===== src/rtl/fifo_write_ctrl_if.sv =====
// Producer-side bundle of the write controller: request/flush in, strobe,
// pointers and flags out. The read-domain Gray pointer rides along as an input.
interface fifo_write_ctrl_if #(
  parameter int PTR_WIDTH = 4
);
  logic                 flush;
  logic                 wr_enable;
  logic [PTR_WIDTH:0]   read_ptr_gray;
  logic                 fifo_wr_enable;
  logic [PTR_WIDTH:0]   write_ptr;
  logic [PTR_WIDTH:0]   write_ptr_gray;
  logic                 full;
  logic                 almost_full;
  logic [PTR_WIDTH:0]   wr_count;
  logic                 overflow;

  modport master (
    output flush,
    output wr_enable,
    output read_ptr_gray,
    input  fifo_wr_enable,
    input  write_ptr,
    input  write_ptr_gray,
    input  full,
    input  almost_full,
    input  wr_count,
    input  overflow
  );

  modport slave (
    input  flush,
    input  wr_enable,
    input  read_ptr_gray,
    output fifo_wr_enable,
    output write_ptr,
    output write_ptr_gray,
    output full,
    output almost_full,
    output wr_count,
    output overflow
  );
endinterface


===== src/rtl/fifo_write_ctrl.sv =====
// Write-side pointer/flag controller of a dual-clock FIFO: binary and Gray write
// pointers, read-pointer synchronizer, registered full/almost_full/count and sticky overflow.
module fifo_write_ctrl #(
  parameter int PTR_WIDTH          = 4,
  parameter int ALMOST_FULL_THRESH = 12,
  parameter int SYNC_STAGES        = 2
) (
  input  logic               w_clk,
  input  logic               wreset,
  fifo_write_ctrl_if.slave   bus
);

  localparam int PW = PTR_WIDTH + 1;
  localparam logic [PW-1:0] AF_THRESH = PW'(ALMOST_FULL_THRESH);

  logic [PW-1:0] sync_q [SYNC_STAGES];
  logic [PW-1:0] rq;
  logic [PW-1:0] rbin;

  logic [PW-1:0] wbin_q,  wbin_d;
  logic [PW-1:0] wgray_q, wgray_d;
  logic [PW-1:0] count_q, count_d;
  logic          full_q,  full_d;
  logic          af_q,    af_d;
  logic          ovf_q,   ovf_d;
  logic          wr_accept;

  // Read-pointer synchronizer; only Gray values cross, so at most one bit is in flight.
  always_ff @(posedge w_clk or posedge wreset) begin
    if (wreset) begin
      for (int i = 0; i < SYNC_STAGES; i++) begin
        sync_q[i] <= '0;
      end
    end else begin
      sync_q[0] <= bus.read_ptr_gray;
      for (int i = 1; i < SYNC_STAGES; i++) begin
        sync_q[i] <= sync_q[i-1];
      end
    end
  end

  assign rq = sync_q[SYNC_STAGES-1];

  generate
    for (genvar gi = 0; gi < PW; gi++) begin : g_gray2bin
      assign rbin[gi] = ^rq[PTR_WIDTH:gi];
    end
  endgenerate

  assign wr_accept = bus.wr_enable & ~full_q & ~bus.flush;

  always_comb begin
    wbin_d = wbin_q;
    if (bus.flush) begin
      wbin_d = '0;
    end else if (wr_accept) begin
      wbin_d = wbin_q + PW'(1);
    end
    wgray_d = wbin_d ^ (wbin_d >> 1);
  end

  // Flags look at the next write pointer against a stale read pointer, so they can
  // only over-report the fill level; that is what keeps full from ever being late.
  always_comb begin
    full_d  = (wgray_d == {~rq[PTR_WIDTH:PTR_WIDTH-1], rq[PTR_WIDTH-2:0]});
    count_d = wbin_d - rbin;
    af_d    = (count_d >= AF_THRESH);
  end

  always_comb begin
    ovf_d = ovf_q;
    if (bus.flush) begin
      ovf_d = 1'b0;
    end else if (bus.wr_enable && full_q) begin
      ovf_d = 1'b1;
    end
  end

  always_ff @(posedge w_clk or posedge wreset) begin
    if (wreset) begin
      wbin_q  <= '0;
      wgray_q <= '0;
      count_q <= '0;
      full_q  <= 1'b0;
      af_q    <= 1'b0;
      ovf_q   <= 1'b0;
    end else begin
      wbin_q  <= wbin_d;
      wgray_q <= wgray_d;
      count_q <= count_d;
      full_q  <= full_d;
      af_q    <= af_d;
      ovf_q   <= ovf_d;
    end
  end

  assign bus.fifo_wr_enable = wr_accept;
  assign bus.write_ptr      = wbin_q;
  assign bus.write_ptr_gray = wgray_q;
  assign bus.wr_count       = count_q;
  assign bus.full           = full_q;
  assign bus.almost_full    = af_q;
  assign bus.overflow       = ovf_q;

endmodule

===== src/flat_wrapper.sv =====
// flat-port wrapper written by rule: the top's interface ports become plain ports
module fifo_write_ctrl_flat 
#(
  parameter int PTR_WIDTH          = 4,
  parameter int ALMOST_FULL_THRESH = 12,
  parameter int SYNC_STAGES        = 2
)
  (w_clk, wreset, bus_flush, bus_wr_enable, bus_read_ptr_gray, bus_fifo_wr_enable, bus_write_ptr, bus_write_ptr_gray, bus_full, bus_almost_full, bus_wr_count, bus_overflow);
  fifo_write_ctrl_if #(.PTR_WIDTH(PTR_WIDTH)) bus_i ();
  input  logic w_clk;
  input  logic wreset;
  input wire logic [$bits(bus_i.flush)-1:0] bus_flush;
  input wire logic [$bits(bus_i.wr_enable)-1:0] bus_wr_enable;
  input wire logic [$bits(bus_i.read_ptr_gray)-1:0] bus_read_ptr_gray;
  output wire logic [$bits(bus_i.fifo_wr_enable)-1:0] bus_fifo_wr_enable;
  output wire logic [$bits(bus_i.write_ptr)-1:0] bus_write_ptr;
  output wire logic [$bits(bus_i.write_ptr_gray)-1:0] bus_write_ptr_gray;
  output wire logic [$bits(bus_i.full)-1:0] bus_full;
  output wire logic [$bits(bus_i.almost_full)-1:0] bus_almost_full;
  output wire logic [$bits(bus_i.wr_count)-1:0] bus_wr_count;
  output wire logic [$bits(bus_i.overflow)-1:0] bus_overflow;
  assign bus_i.flush = bus_flush;
  assign bus_i.wr_enable = bus_wr_enable;
  assign bus_i.read_ptr_gray = bus_read_ptr_gray;
  assign bus_fifo_wr_enable = bus_i.fifo_wr_enable;
  assign bus_write_ptr = bus_i.write_ptr;
  assign bus_write_ptr_gray = bus_i.write_ptr_gray;
  assign bus_full = bus_i.full;
  assign bus_almost_full = bus_i.almost_full;
  assign bus_wr_count = bus_i.wr_count;
  assign bus_overflow = bus_i.overflow;
  fifo_write_ctrl #(.PTR_WIDTH(PTR_WIDTH), .ALMOST_FULL_THRESH(ALMOST_FULL_THRESH), .SYNC_STAGES(SYNC_STAGES)) u_core (.w_clk(w_clk), .wreset(wreset), .bus(bus_i));
endmodule

===== config.mk =====
export PLATFORM = sky130hd
export DESIGN_NAME = fifo_write_ctrl_flat
export DESIGN_NICKNAME = d
export VERILOG_FILES = /design/src/rtl/fifo_write_ctrl_if.sv /design/src/rtl/fifo_write_ctrl.sv /design/src/flat_wrapper.sv
export SDC_FILE = /design/constraint.sdc
export NUM_CORES = 1
export LEC_CHECK = 0
export ABC_AREA = 1
export BUFFER_PORTS_ARGS = -buffer_cell sky130_fd_sc_hd__clkbuf_2
export CAP_MARGIN = 15
export CORE_MARGIN = 2
export CORE_UTILIZATION = 45
export DETAILED_ROUTE_END_ITERATION = 10
export HOLD_SLACK_MARGIN = 0.12
export PLACE_DENSITY = 0.67
export SYNTH_ARGS = -nofsm -noshare
export SYNTH_HDL_FRONTEND = slang
export SYNTH_SLANG_ARGS = --single-unit

===== constraint.sdc =====
create_clock -name w_clk -period 3.6 [get_ports w_clk]
set_input_delay 0.72 -clock w_clk [delete_from_list [all_inputs] [get_ports w_clk]]
set_output_delay 0.72 -clock w_clk [all_outputs]
set_load 0.05 [all_outputs]

==> results of run 1 <==
[synth_stat cells (all sizes together)]
master / count
o21ai: 1
buf: 1
nand2: 60
ha: 5
xor2: 4
nand3: 21
nor2: 8
dfrtp: 27
nand3b: 2
nand4: 3
a21oi: 3
xnor2: 1
inv: 28
[final timing paths]
check | to | depth (start not counted)
setup / recovery | bus_fifo_wr_enable | 4
hold / removal | u_core.rq[1] | 0
setup reg to reg | u_core.bus.almost_full | 11
hold reg to reg | u_core.rq[1] | 0
max in group asynchronous | u_core.rq[2] | 2
min in group asynchronous | u_core.sync_q[6] | 2
[state kept, by name, summed over array words and instances (netlist names)]
signal                     flops
u_core.bus.write_ptr           5
u_core.bus.almost_full         1
u_core.sync_q                  5
u_core.bus.write_ptr_gray      4
u_core.bus.wr_count            5
u_core.rq                      5
u_core.bus.overflow            1
u_core.bus.full                1
[logic make-up (layout without fill, tap and decap cells)]
group	after synthesis	count (layout)	share of synthesized area, %
flops	27	27	49.1
xor+xnor	5	5	4.27
fa+ha+maj	5	5	4.55
compound gates	4	4	1.45
buf+inv	29	59	8.36
simple gates	94	94	32.3
[layout make-up]
type                       count  area (um^2)
clock buffer                   3         22.5
clock inverter                 1         5.00
fill                         281         1410
inverter                      28          108
multi-input combinational    108          586
sequential                    27          676
tap                           33         41.3
timing repair buffer          27          135
[power breakdown]
group / leakage [nW] / internal, mW / switching, mW
registers: 0.337 / 0.330 / 0.0122
logic: 0.566 / 0.0511 / 0.152
clock network: 0.0177 / 0.0415 / 0.0828
total: 0.920 / 0.423 / 0.247
[routing by layer]
metal	global-route usage, %	wire length, um
met1	18.5	1070
met2	27.0	1210
met3	1.97	112
met4	7.47	26
met5	0	0
[stage by stage]
stage,std cells,hold slack [ps]
finish,227,364
global route,227,383
CTS,227,368
detailed placement,223,335
global placement,223,332
floorplan,164,331
[layout by cell type (no fill, tap or decap), drive strengths merged]
master  count
nor2        8
xnor2       1
inv        28
nand4       3
clkinv      1
clkbuf     30
dfrtp      27
nand3      21
a21oi       3
ha          5
o21ai       1
nand2      60
xor2        4
nand3b      2
==> impl_metrics.tcl, run 1 <==
set metrics [dict create \
    worst_pin_slew_ps 946 \
    insertion_delay_ps 310 \
    worst-path-buf-inv 2 \
    cts_resized 0 \
    r2r_start "u_core.bus.write_ptr[0]" \
    cp.required_ps 2880 \
    drc 0 \
    antenna_found_initial 0 \
    hold_start "u_core.sync_q[6]" \
    cts.sinks 27 \
    vias_per_cell 4.86 \
    die_x_um 59.3 \
    synth.ff_latch_count 27 \
    vias 1104 \
    cap_violations 0 \
    finalMaxSlewViolations 0 \
    cpMaxStageDelayCell "clkbuf_2" \
    dieArea_um2 3520 \
    finalHoldViolations 0 \
    synth_area_per_cell_um2 8.39 \
    gp_routability_congestion 0.884 \
    first_iter_violations 36 \
    reg2reg_setup_slack_ps 1520 \
    synth_cell_type_count 21 \
    p_per_area_nw_per_um2 426 \
    grt_overflow_total 0 \
    layout_setup_ws_ps 1450 \
    path_common_cell "clkbuf_2" \
    slowest_delay_ps 300 \
    cts_tree "done" \
    final_core_util_pct 52.8 \
    grt_pass1_vias 1052 \
    ir_drop_mv 0.209 \
    worstPathArrival_ps 1430 \
    core_area_um2 2980 \
    setup_tns_ps 0 \
    nNetsFinal 209 \
    io_pins 28 \
    dp_slack_ps 1280 \
    period_share_pct 59.7 \
    syn_area_um2 1380 \
    grt_pass1_wl_um 4160 \
    rows 20 \
    crit_type "in2out" \
    synth.top_cells.by_area "dfrtp_1, nand2_1, nand3_1" \
    cts_setup_buffers 0 \
    dp_hpwl_um 1960 \
    fmax_mhz 466 \
    crit_start "bus_wr_enable" \
    synth_top_area_share_pct 49.1 \
    htreeDepth 1 \
    yosysTopAreaCell "dfrtp_1" \
    cts_inserted_buffers 3 \
    cts-root-buf "clkbuf_4" \
    path_cells "clkbuf_2 -> nand2_2 -> nor2_4 -> clkbuf_2" \
    hold_class "reg2reg" \
    finalInstanceArea_um2 1570 \
    finalSetupViolCount 0 \
    crit_path_max_fanout 6 \
    synth_fp_nets 178 \
    syn-instance-count 164 \
    fin_skew_ps 6.90 \
    worst_setup_path_start_kind "input port" \
    die_y_um 59.3 \
    period_minus_slack_ps 2150 \
    detail-route-antenna-nets 0 \
    area_delta_synth_final_pct 14.3 \
    end_kind "primary output" \
    relSlewSlack_pct 36.9 \
    cpLargestDelayFamily "buffers and inverters" \
    io_buffers 27 \
    status "complete, no violations" \
    grt_max_degree 28 \
    first_pass_iters 4 \
    antennaDiodeCount 0 \
    yosysWarnings 0 \
    leakage_nw 0.920 \
    ctsHoldBuffers 0 \
    wl_um 2420 \
    path_clk_slew_ps 140 \
    wl_per_cell_um 10.7 \
    power_mw 0.670 \
    place_area_um2 1550 \
    grt_usage_pct 15.4 \
    initial_utilization_pct 46.2 \
    seq_area_frac_synth_pct 49.1 \
    rsz0062_at_grt "no" \
    drive_above_1_share_pct 27.8 \
    cts_max_path_buffers 2 \
]
Power figures use the tool's default switching activity.
==> run 2: changes to the inputs <==
--- a/config.mk
+++ b/config.mk
@@ -12,7 +12,7 @@
 export CORE_UTILIZATION = 45
 export DETAILED_ROUTE_END_ITERATION = 10
 export HOLD_SLACK_MARGIN = 0.12
-export PLACE_DENSITY = 0.67
+export PLACE_DENSITY = 0.7
 export SYNTH_ARGS = -nofsm -noshare
 export SYNTH_HDL_FRONTEND = slang
 export SYNTH_SLANG_ARGS = --single-unit
==> constraint.sdc (replaced) <==
create_clock -name w_clk -period 1.9 [get_ports w_clk]
set_input_delay 0.38 -clock w_clk [delete_from_list [all_inputs] [get_ports w_clk]]
set_output_delay 0.38 -clock w_clk [all_outputs]
set_load 0.05 [all_outputs]
==> impl_metrics.tcl, run 2 (synthesized netlist as in run 1, its figures left out) <==
set metrics [dict create \
    status "complete, no violations" \
    first_pass_iters 4 \
    drive_above_1_share_pct 39.2 \
    io_pins 28 \
    cts-root-buf "clkbuf_4" \
    leakage_nw 0.996 \
    core_area_um2 2980 \
    insertion_delay_ps 320 \
    finalSetupViolCount 0 \
    relSlewSlack_pct 78.0 \
    area_delta_synth_final_pct 30.0 \
    min_delay_path_depth 1 \
    crit_path_max_fanout 4 \
    initial_utilization_pct 46.2 \
    worstRegToRegCells 15 \
    rows 20 \
    hold_class "in2reg" \
    reg2reg_setup_slack_ps 20 \
    finalInstanceArea_um2 1790 \
    cts_tree "done" \
    fmax_mhz 533 \
    antennaDiodeCount 0 \
    worstPathArrival_ps 2110 \
    grt_pass1_vias 1102 \
    place_area_um2 1680 \
    fin_skew_ps 1.22 \
    path_clk_slew_ps 140 \
    cts_inserted_buffers 3 \
    gp_routability_congestion 0.885 \
    cts_max_path_buffers 2 \
    cts.sinks 27 \
    grt_pass1_wl_um 4430 \
    grt_usage_pct 17.1 \
    die_x_um 59.3 \
    timing.rr.end "u_core.bus.almost_full" \
    dp_hpwl_um 2060 \
    nNetsFinal 227 \
    htreeDepth 1 \
    final_common_cell "nand2_1" \
    holdPathEnd "u_core.sync_q[5]" \
    ir_drop_mv 0.404 \
    finalHoldViolations 0 \
    period_minus_slack_ps 1880 \
    wl_per_cell_um 10.9 \
    dieArea_um2 3520 \
    setup_tns_ps 0 \
    final_cell_mix "nand2_1, clkbuf_2, dfrtp_1, inv_1, nand3_1" \
    drc 0 \
    finalMaxSlewViolations 0 \
    whs_ps 149 \
    crit_type "reg2reg" \
    cap_violations 0 \
    hold_start "bus_read_ptr_gray[0]" \
    wl_um 2680 \
    grt_overflow_total 0 \
    io_buffers 27 \
    rsz0062_at_grt "yes" \
    period_share_pct 98.8 \
    power_mw 1.35 \
    cp.required_ps 2130 \
    detail-route-antenna-nets 0 \
    layout_setup_ws_ps 23.3 \
    end_kind "flop" \
    worst_pin_slew_ps 330 \
    p_per_area_nw_per_um2 754 \
    dp_slack_ps -15.9 \
    die_y_um 59.3 \
    antenna_found_initial 0 \
    first_iter_violations 37 \
    r2r_start "u_core.rq[3]" \
    vias_per_cell 4.73 \
    worst_setup_path_start_kind "flop" \
    vias 1158 \
    grt_max_degree 28 \
]
run 2: metal layers:
metal  share of wire, %  up-vias  global-route usage, %
met4                1.7        0                   9.09
met3                4.3        4                   3.06
met1                 45      526                   21.0
met2                 49       26                   28.6
li1                   -      602                      -
met5                  0        -                      0
run 2: cell type report:
type / instances / area, um^2
flip-flops and latches: 27 / 679
well taps: 33 / 41.3
repair buffers: 45 / 278
multi-input cells: 108 / 657
clock buffers: 4 / 26.3
inverters: 28 / 108
fillers: 258 / 1190
run 2: power by group:
group | leakage [nW] | switching [mW] | internal (mW)
clock network | 0.0150 | 0.162 | 0.0823
logic | 0.649 | 0.314 | 0.144
registers | 0.332 | 0.0205 | 0.626
total | 0.996 | 0.497 | 0.852
run 2: worst max path at each step:
stage | start | endpoint | slack [ps] | depth (start not counted)
global placement | u_core.rq[4] | u_core.bus.almost_full | 30 | 15
floorplan | u_core.bus.full | u_core.bus.almost_full | -140 | 12
finish | u_core.rq[3] | u_core.bus.almost_full | 20 | 15
CTS | u_core.rq[3] | u_core.bus.almost_full | 5 | 15
detailed placement | u_core.rq[4] | u_core.bus.almost_full | -20 | 15
global route | u_core.rq[4] | u_core.bus.almost_full | -170 | 15
run 2: metrics by stage:
| stage | util [%] | instances |
|---|---|---|
| detailed placement | 56.5 | 235 |
| global placement | 56.5 | 235 |
| CTS | 58.6 | 240 |
| global route | 60.1 | 245 |
| finish | 60.1 | 245 |
| floorplan | - | 164 |
run 2: timing repair:
item | CTS | global route
hold buffers | 1 | 1
endpoints found under the hold margin | 27 | 1
pin swaps | 9 | 9
endpoints found under the setup margin | 2 | 5
gates resized for setup | 7 | 3
setup buffers | 0 | 4
run 2: critical path, stage by stage (launching register included):
cell and delay, ps:
dfrtp_1 460, xnor2_2 200, nand2_1 100, nand2_2 90, xor2_1 150, inv_1 60
ha_2 170, inv_2 70, ha_4 120, inv_2 40, nand2_4 70, nand3_2 70
nand2_1 60, nand2_1 40, nand2_1 60, nand2_1 50
